[src/rtl/riscv_pkg.sv]
// Shared RV32I definitions for the load/store path: opcodes, funct3 encodings,
// sequencer states and error causes.
package riscv_pkg;

    localparam logic [6:0] LOAD  = 7'b0000011;
    localparam logic [6:0] STORE = 7'b0100011;

    localparam logic [2:0] F3_LB  = 3'b000;
    localparam logic [2:0] F3_LH  = 3'b001;
    localparam logic [2:0] F3_LW  = 3'b010;
    localparam logic [2:0] F3_LBU = 3'b100;
    localparam logic [2:0] F3_LHU = 3'b101;
    localparam logic [2:0] F3_SB  = 3'b000;
    localparam logic [2:0] F3_SH  = 3'b001;
    localparam logic [2:0] F3_SW  = 3'b010;

    localparam logic [1:0] ERR_MISALIGN = 2'b01;
    localparam logic [1:0] ERR_ILLEGAL  = 2'b10;
    localparam logic [1:0] ERR_TIMEOUT  = 2'b11;

    typedef enum logic [2:0] {IDLE, REQ, WAIT, RESP, DONE, ERR} lsu_state_t;

endpackage

[src/rtl/lsu_align.sv]
// Combinational lane logic: byte enables, store-lane replication, load
// extraction/extension and legality checks for one access.
module lsu_align
    import riscv_pkg::*;
(
    input  logic        is_store,
    input  logic [2:0]  funct3,
    input  logic [1:0]  offset,
    input  logic [31:0] wdata,
    input  logic [31:0] rdata,
    output logic [3:0]  be,
    output logic [31:0] wdata_lane,
    output logic [31:0] rdata_ext,
    output logic        misaligned,
    output logic        illegal
);

    logic [31:0] shifted;

    always_comb begin
        be         = 4'b1111;
        wdata_lane = wdata;
        rdata_ext  = '0;
        shifted    = rdata >> {offset, 3'b000};

        if (is_store) begin
            illegal = !(funct3 inside {F3_SB, F3_SH, F3_SW});
        end else begin
            illegal = !(funct3 inside {F3_LB, F3_LH, F3_LW, F3_LBU, F3_LHU});
        end

        // funct3[1:0] encodes access size for both loads and stores
        misaligned = ((funct3[1:0] == 2'b01) && offset[0]) ||
                     ((funct3[1:0] == 2'b10) && (offset != 2'b00));

        case (funct3[1:0])
            2'b00: begin
                be         = 4'b0001 << offset;
                wdata_lane = {4{wdata[7:0]}};
            end
            2'b01: begin
                be         = 4'b0011 << offset;
                wdata_lane = {2{wdata[15:0]}};
            end
            default: begin
                be         = 4'b1111;
                wdata_lane = wdata;
            end
        endcase

        case (funct3)
            F3_LB:   rdata_ext = {{24{shifted[7]}}, shifted[7:0]};
            F3_LH:   rdata_ext = {{16{shifted[15]}}, shifted[15:0]};
            F3_LBU:  rdata_ext = {24'b0, shifted[7:0]};
            F3_LHU:  rdata_ext = {16'b0, shifted[15:0]};
            default: rdata_ext = shifted;
        endcase
    end

endmodule

[src/rtl/load_store_unit.sv]
// Multi-cycle data-memory sequencer: one load/store in flight, registered
// request/grant/response bus outputs, writeback and error pulses.
module load_store_unit
    import riscv_pkg::*;
#(
    parameter int unsigned ADDR_WIDTH   = 32,
    parameter int unsigned RESP_TIMEOUT = 64
) (
    input  logic                  clk,
    input  logic                  rst_n,
    input  logic                  req_valid,
    output logic                  req_ready,
    input  logic                  req_is_store,
    input  logic [2:0]            req_funct3,
    input  logic [ADDR_WIDTH-1:0] req_addr,
    input  logic [31:0]           req_wdata,
    input  logic [4:0]            req_rd,
    output logic                  mem_req,
    input  logic                  mem_gnt,
    output logic                  mem_we,
    output logic [ADDR_WIDTH-1:0] mem_addr,
    output logic [3:0]            mem_be,
    output logic [31:0]           mem_wdata,
    input  logic                  mem_rvalid,
    input  logic [31:0]           mem_rdata,
    output logic                  wb_valid,
    output logic [4:0]            wb_rd,
    output logic [31:0]           wb_data,
    output logic                  store_done,
    output logic                  err_valid,
    output logic [1:0]            err_code
);

    localparam int unsigned CntW = $clog2(RESP_TIMEOUT + 2);

    lsu_state_t    state_q, state_d;
    logic [CntW-1:0] cnt_q, cnt_d;
    logic [1:0]    err_d;
    logic          is_store_q;
    logic [2:0]    funct3_q;
    logic [1:0]    off_q;

    logic          idle;
    logic          a_is_store;
    logic [2:0]    a_funct3;
    logic [1:0]    a_offset;
    logic [3:0]    a_be;
    logic [31:0]   a_wdata;
    logic [31:0]   a_rdata;
    logic          a_misaligned;
    logic          a_illegal;
    logic          timed_out;

    // In IDLE the aligner checks the incoming request; afterwards it works on the captured one
    assign idle       = (state_q == IDLE);
    assign a_is_store = idle ? req_is_store : is_store_q;
    assign a_funct3   = idle ? req_funct3 : funct3_q;
    assign a_offset   = idle ? req_addr[1:0] : off_q;

    lsu_align u_align (
        .is_store   (a_is_store),
        .funct3     (a_funct3),
        .offset     (a_offset),
        .wdata      (req_wdata),
        .rdata      (mem_rdata),
        .be         (a_be),
        .wdata_lane (a_wdata),
        .rdata_ext  (a_rdata),
        .misaligned (a_misaligned),
        .illegal    (a_illegal)
    );

    assign timed_out = (RESP_TIMEOUT != 0) && (32'(cnt_q) + 32'd1 >= RESP_TIMEOUT);

    always_comb begin
        state_d = state_q;
        cnt_d   = cnt_q;
        err_d   = ERR_TIMEOUT;
        unique case (state_q)
            IDLE: begin
                if (req_valid) begin
                    if (a_illegal) begin
                        state_d = ERR;
                        err_d   = ERR_ILLEGAL;
                    end else if (a_misaligned) begin
                        state_d = ERR;
                        err_d   = ERR_MISALIGN;
                    end else begin
                        state_d = REQ;
                    end
                end
            end
            REQ: begin
                if (mem_gnt) begin
                    state_d = is_store_q ? DONE : WAIT;
                    cnt_d   = '0;
                end
            end
            WAIT: begin
                if (mem_rvalid) begin
                    state_d = RESP;
                end else if (timed_out) begin
                    state_d = ERR;
                    err_d   = ERR_TIMEOUT;
                end else if (cnt_q != '1) begin
                    cnt_d = cnt_q + 1'b1;
                end
            end
            RESP, DONE, ERR: state_d = IDLE;
            default: state_d = IDLE;
        endcase
    end

    always_ff @(posedge clk or negedge rst_n) begin
        if (!rst_n) begin
            state_q    <= IDLE;
            cnt_q      <= '0;
            is_store_q <= 1'b0;
            funct3_q   <= '0;
            off_q      <= '0;
            req_ready  <= 1'b1;
            mem_req    <= 1'b0;
            mem_we     <= 1'b0;
            mem_addr   <= '0;
            mem_be     <= '0;
            mem_wdata  <= '0;
            wb_valid   <= 1'b0;
            wb_rd      <= '0;
            wb_data    <= '0;
            store_done <= 1'b0;
            err_valid  <= 1'b0;
            err_code   <= '0;
        end else begin
            state_q    <= state_d;
            cnt_q      <= cnt_d;
            req_ready  <= (state_d == IDLE);
            mem_req    <= (state_d == REQ);
            wb_valid   <= (state_d == RESP);
            store_done <= (state_d == DONE);
            err_valid  <= (state_d == ERR);
            if (idle && req_valid) begin
                is_store_q <= req_is_store;
                funct3_q   <= req_funct3;
                off_q      <= req_addr[1:0];
                wb_rd      <= req_rd;
            end
            if (idle && state_d == REQ) begin
                mem_we    <= req_is_store;
                mem_addr  <= {req_addr[ADDR_WIDTH-1:2], 2'b00};
                mem_be    <= a_be;
                mem_wdata <= req_is_store ? a_wdata : 32'h0;
            end
            if (state_d == ERR) begin
                err_code <= err_d;
            end
            if (state_q == WAIT && mem_rvalid) begin
                wb_data <= a_rdata;
            end
        end
    end

endmodule

[config.mk]
export PLATFORM = sky130hd
export DESIGN_NAME = load_store_unit
export DESIGN_NICKNAME = d
export VERILOG_FILES = /design/src/rtl/riscv_pkg.sv /design/src/rtl/lsu_align.sv /design/src/rtl/load_store_unit.sv
export SDC_FILE = /design/constraint.sdc
export NUM_CORES = 1
export LEC_CHECK = 0
export BUFFER_PORTS_ARGS = -buffer_cell sky130_fd_sc_hd__clkbuf_2
export CAP_MARGIN = 25
export CORE_ASPECT_RATIO = 0.75
export CORE_MARGIN = 2
export CORE_UTILIZATION = 33
export CTS_CLUSTER_SIZE = 14
export DETAILED_ROUTE_END_ITERATION = 8
export GPL_ROUTABILITY_DRIVEN = 0
export PLACE_DENSITY = 0.54
export RECOVER_POWER = 50
export SLEW_MARGIN = 25
export SYNTH_ARGS = -nofsm -noshare
export SYNTH_HDL_FRONTEND = slang
export SYNTH_SLANG_ARGS = --single-unit
[constraint.sdc]
create_clock -name clk -period 3.06 [get_ports clk]
set_clock_uncertainty 0.15 [all_clocks]
set_input_delay 0.918 -clock clk [delete_from_list [all_inputs] [get_ports clk]]
set_output_delay 0.918 -clock clk [all_outputs]
set_load 0.01 [all_outputs]
=== Yosys cells after proc, flatten, opt, wreduce, memory -nomap -nowiden ===
Index checks and enable logic that the tools add are counted.

* Register bits: 127
* Input port bits: 110
* Output and inout bits: 113

* Add/sub/neg operators: 2
* Magnitude comparators: 1
* Eq/ne operators: 17
* Shift-type cells: 3
* Muxes and demuxes: 25
* Reductions and logical operators: 17

{| class="wikitable"
|+ Operators with widths
! cell !! number
|-
| 32-bit one-hot mux with 4 select lines || 1
|-
| 32-bit one-hot mux with 2 select lines || 1
|-
| 32-bit two-way mux || 1
|-
| 32-bit by 5-bit >> shifter with 32-bit output || 1
|-
| 7-bit two-way mux || 4
|-
| 3-bit two-way mux || 8
|-
| 7-bit one-hot mux with 2 select lines || 1
|-
| 3-bit equality test (second input constant) || 4
|-
| 2-bit two-way mux || 5
|-
| 3-bit by 1-bit equality test with 1-bit output (second input constant) || 3
|-
| 3-bit by 2-bit equality test with 1-bit output (second input constant) || 3
|-
| 3-bit logical NOT || 3
|-
| 3-bit one-hot mux with 3 select lines || 1
|-
| 7-bit by 1-bit adder with 8-bit output (second input constant) || 1
|-
| 8-bit by 7-bit >= comparator with 1-bit output (second input constant) || 1
|-
| 2-bit != test (second input constant) || 4
|-
| 4-bit one-hot mux with 2 select lines || 1
|-
| 7-bit by 1-bit adder with 7-bit output (second input constant) || 1
|-
| 7-bit != test (second input constant) || 1
|-
| 1-bit logical AND || 5
|-
| 5-bit AND reduction || 1
|-
| 5-bit nonzero test || 1
|-
| 2-bit nonzero test || 2
|-
| 1-bit by 2-bit << shifter with 4-bit output (first input constant) || 1
|-
| other kinds (8) || 10
|}

=== Longest topological paths before layout ===
Gate-level depths: netlist of the first run.

* Depth in word-level cells: 11
* Gate-level depth with buffers: 9
* Depth with buffers taken out: 6

=== Cells and area by module ===
Synthesis of the first run repeated with hierarchy kept, for this count alone.

* Cells, all modules: 593
* Area total of the unflattened synthesis: 6336.1 um^2

{| class="wikitable"
|+ By module, submodules not included
! module !! instances !! cells each !! area an instance (um^2) !! sequential area each (um^2)
|-
| load_store_unit || 1 || 400 || 5037.3 || 3179.3
|-
| lsu_align || 1 || 193 || 1298.7 || 0.0
|}

=== Worst setup path before layout of the first run ===
No wires, ideal clock.

* Path type: input port to flip-flop
* From: input req_funct3[1]
* To: register mem_addr[10]
* Setup time: 0.128 ns
* Arrival: 2.559 ns
* Data required time: 2.782 ns
* Setup slack: 0.224 ns
* Cell stages on the path: 7
* Buffers on the path: 3
* Cells stage by stage: clkbuf_1 -> nor2b_1 -> or2_1 -> a2111oi_4 -> buf_6 -> buf_6 -> mux2_1

* Word-level cells in the longest chain between the ends: 10
* Elaborated cells on any way between the ends: 22
* Those cells by class: eq/ne: 7; mux: 6; reduce/logical: 9

{| class="wikitable"
|+ Ends and longest elaborated chain
! item !! line !! RTL
|-
| start, declared || load_store_unit.sv:14 || <nowiki>input logic [2:0] req_funct3,</nowiki>
|-
| 3-bit two-way mux * || load_store_unit.sv:57 || <nowiki>assign a_funct3 = idle ? req_funct3 : funct3_q;</nowiki>
|-
| 3-bit by 1-bit equality test with 1-bit output, or another cell as far along || lsu_align.sv:27, lsu_align.sv:29 ||
|-
| 5-bit nonzero test, or another cell as far along || lsu_align.sv:29 || <nowiki>illegal = !(funct3 inside {F3_LB, F3_LH, F3_LW, F3_LBU, F3_LHU});</nowiki>
|-
| 1-bit logical NOT, or another cell as far along || lsu_align.sv:29 ||
|-
| 1-bit two-way mux or 3-bit two-way mux (tied branches) || lsu_align.sv:26, load_store_unit.sv:85 ||
|-
| 3-bit two-way mux * || load_store_unit.sv:82 || <nowiki>if (a_illegal) begin</nowiki>
|-
| 3-bit two-way mux * || load_store_unit.sv:81 || <nowiki>if (req_valid) begin</nowiki>
|-
| 3-bit one-hot mux with 3 select lines * || load_store_unit.sv:79 || <nowiki>unique case (state_q)</nowiki>
|-
| 3-bit by 1-bit equality test with 1-bit output * || load_store_unit.sv:147 || <nowiki>if (idle && state_d == REQ) begin</nowiki>
|-
| 1-bit logical AND * || load_store_unit.sv:147 ||
|-
| end signal, assigned || load_store_unit.sv:149 || <nowiki>mem_addr <= {req_addr[ADDR_WIDTH-1:2], 2'b00};</nowiki>
|-
| end, declared || load_store_unit.sv:21 || <nowiki>output logic [ADDR_WIDTH-1:0] mem_addr,</nowiki>
|}

Every way passes the cells marked *; elsewhere a longest branch is shown, timed or not.
A chain may end at the register's enable or synchronous reset.

=== Final worst setup path of the first run ===
* From: register state_q[0]
* To: register wb_data[20]

* Word-level cells in the longest chain between the ends: 4
* Elaborated cells on any way between the ends: 11
* Those cells by class: eq/ne: 4; shift: 1; mux: 3; reduce/logical: 3

{| class="wikitable"
|+ Ends and longest elaborated chain
! item !! line !! RTL
|-
| start, declared || load_store_unit.sv:36 || <nowiki>lsu_state_t state_q, state_d;</nowiki>
|-
| start signal, assigned || load_store_unit.sv:134 || <nowiki>state_q <= state_d;</nowiki>
|-
| 3-bit logical NOT || load_store_unit.sv:55 || <nowiki>assign idle = (state_q == IDLE);</nowiki>
|-
| 2-bit two-way mux or 3-bit two-way mux (tied branches) || load_store_unit.sv:58, load_store_unit.sv:57 ||
|-
| 32-bit by 5-bit >> shifter with 32-bit output, or another cell as far along || lsu_align.sv:24 || <nowiki>shifted = rdata >> {offset, 3'b000};</nowiki>
|-
| 32-bit one-hot mux with 4 select lines || lsu_align.sv:51 || <nowiki>case (funct3)</nowiki>
|-
| end signal, assigned || load_store_unit.sv:157 || <nowiki>wb_data <= a_rdata;</nowiki>
|-
| end, declared || load_store_unit.sv:28 || <nowiki>output logic [31:0] wb_data,</nowiki>
|}

Parallel ways exist; a longest one is shown, timed or not.

==> flow_metrics.py, run 1 <==
metrics = {
    "placed_design": {
        "preCtsSetupSlack_ps": 104,
        "post_dp_cell_area_mm2": 0.00797,
        "placedCellCount": 1014,
        "io_buffers": 220,
        "dp_hpwl_um": 14000,
    },
    "floorplan": {
        "die_height_um": 125,
        "rows": 44,
        "core_area_mm2": 0.0192,
        "die_area_mm2": 0.0206,
        "ios": 223,
        "start_util": 0.333,
        "dieWidth_um": 165,
    },
    "cells_and_area": {
        "layout-drive-gt1-share": 0.411,
        "final_util": 0.441,
        "areaGrowthSynthToFinish_pct": 32.3,
        "stdcell_area_mm2": 0.00848,
        "final_cells": 1046,
        "antenna_cells": 0,
        "fin_nets": 891,
        "num-fill-cells": 1863,
    },
    "sta": {
        "fin_hold_ws_ps": 332,
        "max_slew_margin": 0.175,
        "worst_pin_slew_ps": 1240,
        "finalSetupViolations": 0,
        "finalCritPeriodShare": 0.869,
        "rsz0062_at_grt": "no",
        "clock.fmax_ghz": 0.376,
        "setup_ws_ps": 401,
        "finalSetupTns_ps": 0,
        "maxSlewViolCount": 0,
        "min_period_ps": 2660,
        "hold_violations": 0,
    },
    "clocking": {
        "cts_resized": 0,
        "cts_sinks": 127,
        "cts_tree": "done",
        "cts_buffers": 17,
        "holdBufCountCts": 0,
        "clockBufferDepth": 2,
        "clk_pin_slew_ps": 60,
        "clockRootBuffer": "clkbuf_16",
        "clock_latency_ps": 420,
        "cts_setup_buffers": 0,
        "h-tree-depth": 4,
    },
    "worst_setup_path": {
        "cp.arrival_ps": 2780,
        "end_kind": "register",
        "worstPathCellList": "buf_4 > nor4b_1 > or2_0 > buf_4 > a21oi_1 > o21bai_1 > buf_4 > o2111ai_1",
        "critical_path_class": "reg2reg",
        "critPathBufInv": 3,
        "r2r_cells": 8,
        "rr_startpoint": "state_q[0]",
        "rr_endpoint": "wb_data[20]",
        "critPathMaxStageDelay_ps": 450,
        "crit_fanout": 16,
        "slowest_stage": "dfrtp_1",
        "rrSetupSlack_ps": 400,
        "required_ps": 3180,
        "start_kind": "register",
        "cpMostUsedCell": "buf_4",
        "crit_family": "buffers and inverters",
    },
    "synthesis": {
        "synth_mux_area_frac": 0.243,
        "synth_area_leaders": "dfrtp_1, mux2_2, mux2i_1",
        "synth-xor-area-share": 0.00273,
        "seq_area_frac_synth": 0.496,
        "async_flop_share": 1.00,
        "synthSimpleGateAreaFrac": 0.114,
        "synth_top_family_by_area": "multiplexers",
        "yosys_warnings": 0,
        "synth.avg_cell_area_um2": 11.7,
        "synth_ff_type": "dfrtp_1",
        "syn_area_mm2": 0.00641,
        "ys_seq_elements": 127,
        "synth-compound-area-share": 0.103,
        "synthAdderAreaFrac": 0.00195,
        "synth_top_area_frac": 0.492,
        "synth_edf_count": 0,
        "yosysTopAreaCell": "dfrtp_1",
        "synthCells": 549,
        "yosysUniqueCellTypes": 60,
    },
    "routing": {
        "dr.pass1.iters": 4,
        "first_iter_violations": 225,
        "viasPerCell": 4.91,
        "vias": 5133,
        "routed_wl_um": 18400,
        "post_drt_wl_per_cell_um": 17.6,
        "remaining_drc_errors": 0,
        "drtAntennaViolNets": 0,
    },
    "global_routing": {
        "grt_pass1_vias": 5328,
        "grt_usage": 0.186,
        "gr-total-overflow": 0,
        "grt_pass1_wl_um": 29400,
        "antenna_found_initial": 0,
        "grt_max_degree": 49,
    },
    "worst_hold_path": {
        "hold-path-endpoint": "wb_data[7]",
        "hold_path.class": "reg2reg",
        "holdPathStages": 1,
        "worstHoldStart": "wb_data[7]",
    },
    "status": {
        "status": "completed",
    },
    "power": {
        "p_int_mw": 5.62,
        "seqPwrFrac": 0.322,
        "sw_frac_of_total": 0.381,
        "clkPwrFrac": 0.224,
        "switchingPower_mw": 3.46,
        "vdd_drop_max_v": 0.000430,
        "power_frac_comb": 0.454,
        "powerDensity_mw_per_mm2": 1070,
        "total_power_mw": 9.07,
        "leakagePower_nw": 4.09,
    },
    "job": {
        "cap_violations": 0,
    },
}
[registers in the layout (all words and copies together) (netlist names), 2 cells and up]
name       count
mem_wdata     32
mem_addr      30
mem_be         4
err_code       2
state_q        3
cnt_q          7
wb_data       32
funct3_q       3
wb_rd          5
off_q          2
[power by group through the flow]
stage	combinational, mW	sequential, mW	clock, mW
detailed placement	4.23	2.95	0
global placement	4.17	2.92	0
finish	4.12	2.92	2.03
global route	4.52	3.03	2.17
floorplan	2.32	3.18	0
CTS	4.25	2.94	2.09
[cell usage after synthesis, types with 4 or more instances]
library cell	number
o2111ai_1	7
nand3_1	13
nor2b_1	21
clkbuf_1	16
inv_1	10
buf_2	13
mux2_1	15
dfrtp_1	126
a22oi_1	8
nor3_1	4
a21oi_1	24
mux2i_1	54
nand2b_1	7
buf_6	4
buf_4	4
mux2_2	64
o31ai_1	5
nand3b_1	4
o21ai_0	24
and2_1	6
nor2_1	18
nand2_1	37
a221oi_1	7
mux2_4	7
[area by class of cell]
cell class | instances | area, µm² | area share
flip-flops and latches | 127 | 3180 | 0.375
multi-input cells | 374 | 2990 | 0.353
repair buffers | 249 | 1360 | 0.160
clock buffers | 18 | 429 | 0.0506
well taps | 253 | 317 | 0.0373
clock inverters | 14 | 159 | 0.0187
inverters | 11 | 41.3 | 0.00487
[layout by cell type, fill, tap and decap left out, types with 8 or more instances in the layout]
| cell type | count |
|---|---|
| buf_4 | 17 |
| a21oi_1 | 24 |
| a22oi_1 | 8 |
| clkbuf_1 | 40 |
| buf_12 | 8 |
| dfrtp_1 | 126 |
| mux2i_1 | 52 |
| clkbuf_16 | 17 |
| nand3_1 | 13 |
| o21ai_0 | 24 |
| nor2_1 | 18 |
| inv_1 | 11 |
| nand2_1 | 37 |
| clkbuf_2 | 185 |
| nor2b_1 | 21 |
| mux2_1 | 15 |
| mux2_2 | 64 |
[how the worst max path moves through the flow]
stage                        from      endpoint  slack (ps)  cells past startpoint
floorplan           req_funct3[1]  mem_addr[10]         220                      7
global placement    req_funct3[0]  mem_addr[26]         170                      7
detailed placement  req_funct3[1]  mem_addr[18]         100                      7
CTS                    state_q[1]  mem_wdata[9]         440                      6
global route           state_q[1]   wb_data[17]         230                      8
finish                 state_q[0]   wb_data[20]         400                      8
[routing by layer]
metal / vias to the layer above / part of all wire / global-route usage / wire length (µm)
met5: - / 0 / 0 / 0
li1: 2452 / - / - / -
met2: 139 / 0.45 / 0.273 / 8330
met4: 0 / 0.017 / 0.0665 / 306
met3: 20 / 0.050 / 0.0453 / 920
met1: 2522 / 0.48 / 0.266 / 8890
[kinds of logic after synthesis]
| family | after synthesis |
|---|---|
| multiplexers | 141 |
| XOR/XNOR | 2 |
| AO/OA/AOI/OAI | 96 |
| adder cells (fa/ha/maj) | 1 |
| buffers and inverters | 49 |
| other | 1 |
| flip-flops | 127 |
| AND/OR/NAND/NOR | 132 |
(Power assumes the default switching activity.)
==> run 2: changes to the inputs <==
--- a/config.mk
+++ b/config.mk
@@ -10,6 +10,7 @@
 export CORE_ASPECT_RATIO = 0.75
 export CORE_MARGIN = 2
 export CORE_UTILIZATION = 33
+export CTS_BUF_LIST = sky130_fd_sc_hd__clkbuf_16
 export CTS_CLUSTER_SIZE = 14
 export DETAILED_ROUTE_END_ITERATION = 8
 export GPL_ROUTABILITY_DRIVEN = 0
==> constraint.sdc (replaced) <==
create_clock -name clk -period 2.5 [get_ports clk]
set_clock_uncertainty 0.15 [all_clocks]
set_input_delay 0.75 -clock clk [delete_from_list [all_inputs] [get_ports clk]]
set_output_delay 0.75 -clock clk [all_outputs]
set_load 0.01 [all_outputs]
==> flow_metrics.py, run 2 (same netlist as run 1, synthesis figures left out) <==
metrics = {
    "sta": {
        "max_slew_margin": 0.164,
        "clock.fmax_ghz": 0.407,
        "min_period_ps": 2460,
        "worst_pin_slew_ps": 1250,
        "hold_violations": 0,
        "rsz0062_at_grt": "yes",
        "maxSlewViolCount": 0,
        "finalCritPeriodShare": 0.984,
        "finalSetupViolations": 0,
    },
    "clocking": {
        "holdBufCountCts": 0,
        "h-tree-depth": 4,
        "cts_sinks": 127,
        "clock_latency_ps": 410,
        "cts_tree": "done",
        "cts_buffers": 17,
        "clk_pin_slew_ps": 60,
        "clockRootBuffer": "clkbuf_16",
        "clockBufferDepth": 2,
    },
    "job": {
        "cap_violations": 0,
    },
    "routing": {
        "viasPerCell": 4.93,
        "first_iter_violations": 321,
        "routed_wl_um": 19200,
        "drtAntennaViolNets": 0,
        "remaining_drc_errors": 0,
        "post_drt_wl_per_cell_um": 17.5,
        "dr.pass1.iters": 5,
        "vias": 5405,
    },
    "power": {
        "power_frac_comb": 0.490,
        "sw_frac_of_total": 0.362,
        "p_int_mw": 7.91,
        "vdd_drop_max_v": 0.000604,
        "total_power_mw": 12.4,
        "clkPwrFrac": 0.220,
        "seqPwrFrac": 0.290,
        "powerDensity_mw_per_mm2": 1350,
        "leakagePower_nw": 4.50,
        "switchingPower_mw": 4.48,
    },
    "global_routing": {
        "use_met1": 0.267,
        "grt_usage": 0.187,
        "grt_util_met3": 0.0366,
        "antenna_found_initial": 0,
        "gr-total-overflow": 0,
        "use_met2": 0.285,
        "busiest_layer": "met2",
        "grt_max_degree": 51,
        "grt_pass1_wl_um": 29500,
        "grt_pass1_vias": 5398,
    },
    "worst_setup_path": {
        "critical_path_class": "reg2reg",
        "crit_fanout": 16,
        "end_kind": "register",
        "cp.arrival_ps": 2610,
        "required_ps": 2650,
        "start_kind": "register",
    },
    "floorplan": {
        "ios": 223,
        "rows": 44,
        "core_area_mm2": 0.0192,
        "dieWidth_um": 165,
        "start_util": 0.333,
        "die_area_mm2": 0.0206,
        "die_height_um": 125,
    },
    "cells_and_area": {
        "antenna_cells": 0,
        "final_util": 0.478,
        "areaGrowthSynthToFinish_pct": 43.3,
        "reg.largest.list": "mem_wdata x32, wb_data x32, mem_addr x30",
        "layout_common_cells": "clkbuf_2, dfrtp_1, buf_4",
        "fin_nets": 941,
        "final_common_cell": "clkbuf_2",
        "num-fill-cells": 1795,
        "seq_area_mm2": 0.00318,
        "multiInputGateArea_mm2": 0.00319,
        "layout-drive-gt1-share": 0.492,
    },
    "placed_design": {
        "io_buffers": 220,
        "dp_hpwl_um": 14100,
    },
    "status": {
        "status": "completed",
    },
    "worst_hold_path": {
        "hold_path.class": "reg2reg",
    },
}
run 2: cell types whose count changed in the layout (fill, tap and decap cells not counted), sizes merged:
| cell | delta |
|---|---|
| buf | +47 |
| clkinv | -5 |
| bufinv | +3 |
| clkinvlp | +3 |
| clkbuf | +2 |
run 2: area by class of cell:
cell class / count / area share
clock inverters: 15 / 0.0238
repair buffers: 299 / 0.197
flip-flops and latches: 127 / 0.347
multi-input cells: 374 / 0.347
well taps: 253 / 0.0345
clock buffers: 17 / 0.0463
inverters: 11 / 0.00450
run 2: power groups by stage:
stage          logic, mW  clock network [mW]  registers [mW]
4_1_cts             5.71                2.81            3.60
6_report            6.08                2.72            3.60
3_5_place_dp        5.69                   0            3.61
3_3_place_gp        5.62                   0            3.58
2_1_floorplan       2.93                   0            3.91
5_1_grt             6.57                2.90            3.73
run 2: layer usage:
metal | part of all wire | wire (µm)
met4 | 0.0093 | 178
met1 | 0.49 | 9360
met3 | 0.048 | 911
met5 | 0 | 0
met2 | 0.45 | 8700
run 2: what timing repair did:
item | in CTS | in global routing
buffers inserted | 0 | 8
resized for setup | 1 | 35
setup endpoints to repair | 53 | 85
pin swaps | 1 | 3
gates cloned | 0 | 2
run 2: through the flow:
stage / area (µm²) / hold slack (ps) / setup TNS (ps) / instances / worst slack (ps)
after CTS: 8980 / 126 / 0 / 1086 / 0.630
final: 9180 / 334 / 0 / 1096 / 40.6
after global routing: 9180 / 360 / -797 / 1096 / -41.9
after detailed placement: 8330 / 325 / -17560 / 1054 / -279
after global placement: 8330 / 315 / -13350 / 1054 / -214
after floorplan: 6480 / 304 / -1030 / 550 / -43.5
run 2: path summary, 6_finish.rpt:
kind,start,to,slack (ps),cells past startpoint
worst max-delay path,state_q[2],mem_wdata[27],40,7
worst min-delay path,wb_data[6],wb_data[6],330,2
worst max register to register,state_q[2],mem_wdata[27],40,7
worst min register to register,wb_data[6],wb_data[6],330,2
max in group asynchronous,rst_n,state_q[0],450,2
min in group asynchronous,rst_n,mem_wdata[22],450,1
run 2: critical path, stage by stage (launching register included):
cell       delay, ps
dfrtp_2          430
buf_6            120
o31a_1           270
or2_4            290
a2111oi_4        360
buf_12           190
buf_12           160
mux2_2           350
==> run 3: changes to the inputs <==
--- a/config.mk
+++ b/config.mk
@@ -19,4 +19,5 @@
 export SLEW_MARGIN = 25
 export SYNTH_ARGS = -nofsm -noshare
 export SYNTH_HDL_FRONTEND = slang
+export SYNTH_HIERARCHICAL = 1
 export SYNTH_SLANG_ARGS = --single-unit
==> flow_metrics.py, run 3 <==
metrics = {
    "synthesis": {
        "synth_most_common_cell": "nand2_1",
        "synth_top_area_frac": 0.498,
        "synthCells": 593,
        "yosys_warnings": 6,
        "ys_seq_elements": 127,
        "seq_area_frac_synth": 0.502,
        "synth_edf_count": 0,
        "yosysUniqueCellTypes": 54,
        "synth_common_cells": "nand2_1, dfrtp_1, mux2_2",
        "async_flop_share": 1.00,
        "synth_area_leaders": "dfrtp_1, mux2_2, nand2_1",
        "syn_area_mm2": 0.00634,
        "synth.avg_cell_area_um2": 10.7,
        "yosysTopAreaCell": "dfrtp_1",
        "synth_ff_type": "dfrtp_1",
    },
    "worst_setup_path": {
        "required_ps": 2700,
        "end_kind": "register",
        "cp.arrival_ps": 2740,
        "critical_path_class": "reg2reg",
        "start_kind": "register",
        "crit_fanout": 8,
    },
    "clocking": {
        "clockBufferDepth": 2,
        "clockRootBuffer": "clkbuf_16",
        "clk_pin_slew_ps": 60,
        "cts_tree": "done",
        "clock_latency_ps": 410,
        "cts_buffers": 17,
        "h-tree-depth": 4,
        "cts_sinks": 127,
    },
    "sta": {
        "maxSlewViolCount": 0,
        "setup_ws_ps": -35.1,
        "min_period_ps": 2540,
        "worst_pin_slew_ps": 1090,
        "rsz0062_at_grt": "yes",
        "hold_violations": 0,
        "max_slew_margin": 0.272,
        "finalSetupViolations": 55,
        "clock.fmax_ghz": 0.394,
        "finalCritPeriodShare": 1.01,
    },
    "routing": {
        "remaining_drc_errors": 0,
        "first_iter_violations": 358,
        "post_drt_wl_per_cell_um": 17.7,
        "vias": 5450,
        "routed_wl_um": 19400,
        "viasPerCell": 4.97,
        "drtAntennaViolNets": 0,
        "dr.pass1.iters": 4,
    },
    "global_routing": {
        "grt_usage": 0.185,
        "grt_max_degree": 42,
        "grt_pass1_wl_um": 29000,
        "antenna_found_initial": 0,
        "grt_pass1_vias": 5382,
        "gr-total-overflow": 0,
    },
    "status": {
        "violations": "negative setup slack",
        "status": "finished with violations",
    },
    "placed_design": {
        "preCtsSetupSlack_ps": -122,
        "dp_hpwl_um": 13800,
        "io_buffers": 220,
        "post_dp_cell_area_mm2": 0.00790,
    },
    "power": {
        "switchingPower_mw": 4.98,
        "p_int_mw": 8.05,
        "powerDensity_mw_per_mm2": 1470,
        "vdd_drop_max_v": 0.000558,
        "total_power_mw": 13.0,
        "sw_frac_of_total": 0.382,
        "power_frac_comb": 0.524,
        "seqPwrFrac": 0.269,
        "clkPwrFrac": 0.207,
        "leakagePower_nw": 4.46,
    },
    "floorplan": {
        "dieWidth_um": 164,
        "start_util": 0.339,
        "die_height_um": 124,
        "die_area_mm2": 0.0203,
        "ios": 223,
        "core_area_mm2": 0.0187,
        "rows": 43,
    },
    "cells_and_area": {
        "antenna_cells": 0,
        "layout-drive-gt1-share": 0.499,
        "layout_common_cells": "clkbuf_2, nand2_1, dfrtp_1",
        "fin_nets": 949,
        "final_util": 0.475,
        "reg.largest.list": "mem_wdata x32, wb_data x32, mem_addr x30",
        "final_common_cell": "clkbuf_2",
        "areaGrowthSynthToFinish_pct": 39.9,
        "stdcell_area_mm2": 0.00886,
    },
    "worst_hold_path": {
        "hold_path.class": "reg2reg",
    },
    "job": {
        "cap_violations": 0,
    },
}
[run 3: changes by cell type after synthesis, moves of 12 or more]
cell | previous run | this run
mux2i_1 | 54 | 18
a22o_1 | 0 | 32
nand2_1 | 37 | 136
o21ai_0 | 24 | 12
mux2_1 | 15 | 0
nand4_1 | 1 | 16
[run 3: worst paths after layout]
check | startpoint | endpoint | slack, ps | depth (start not counted)
min in group asynchronous | rst_n | wb_data[28] | 380 | 1
max reg2reg | state_q[0] | wb_data[22] | -40 | 8
max | state_q[0] | wb_data[22] | -40 | 8
min | mem_addr[13] | mem_addr[13] | 320 | 2
max in group asynchronous | rst_n | cnt_q[3] | 370 | 2
min reg2reg | mem_addr[13] | mem_addr[13] | 320 | 2
[run 3: cell families (layout without fill, tap and decap cells)]
kind of cell             Yosys count  count (layout)  share of synthesized area
AO/OA/AOI/OAI                     95              95                      0.113
flip-flops                       127             127                      0.502
other                              1               2                   0.000592
XOR/XNOR                           3               3                    0.00415
buffers and inverters             58             312                     0.0561
AND/OR/NAND/NOR                  215             217                      0.161
adder cells (fa/ha/maj)            1               1                    0.00197
multiplexers                      93              93                      0.162
[run 3: area by class of cell]
| type | count | area (µm²) |
|---|---|---|
| Clock buffer | 17 | 425 |
| Clock inverter | 14 | 215 |
| Fill cell | 1767 | 9810 |
| Inverter | 5 | 18.8 |
| Multi-Input combinational cell | 411 | 3020 |
| Sequential cell | 127 | 3180 |
| Tap cell | 247 | 309 |
| Timing Repair Buffer | 276 | 1700 |
[run 3: repair_timing]
item | 4_1_cts | 5_1_grt
pin swaps | 4 | 5
hold buffers | 0 | 0
buffers inserted | 3 | 6
endpoints found under the setup margin | 81 | 95
gates cloned | 1 | 7
gates resized for setup | 24 | 22
[run 3: per-stage QoR]
stage,hold WS (ps),instances,TNS (ps)
floorplan,304,594,-22180
global placement,297,1051,-3570
detailed placement,310,1051,-5780
CTS,110,1085,-2240
global route,339,1097,-7640
finish,318,1097,-932
[run 3: worst max-delay path: stages (launching register included)]
cell and delay, ps:
dfrtp_1 410, nor3_4 240, buf_12 150, mux2_2 370, buf_4 160, or4_4 550
buf_4 190, nand4_1 100, mux2_2 150
[run 3: layer usage]
metal	GRT usage	wire length, µm
met5	0	0
met3	0.0546	1430
met2	0.280	8620
met4	0.0384	120
met1	0.262	9220
[run 3: power groups by stage]
| stage | clock network (mW) | logic (mW) | registers, mW |
|---|---|---|---|
| 2_1_floorplan | 0 | 3.70 | 3.81 |
| 5_1_grt | 2.85 | 7.45 | 3.61 |
| 6_report | 2.70 | 6.83 | 3.50 |
| 3_3_place_gp | 0 | 5.99 | 3.50 |
| 3_5_place_dp | 0 | 6.11 | 3.53 |
| 4_1_cts | 2.76 | 6.44 | 3.51 |
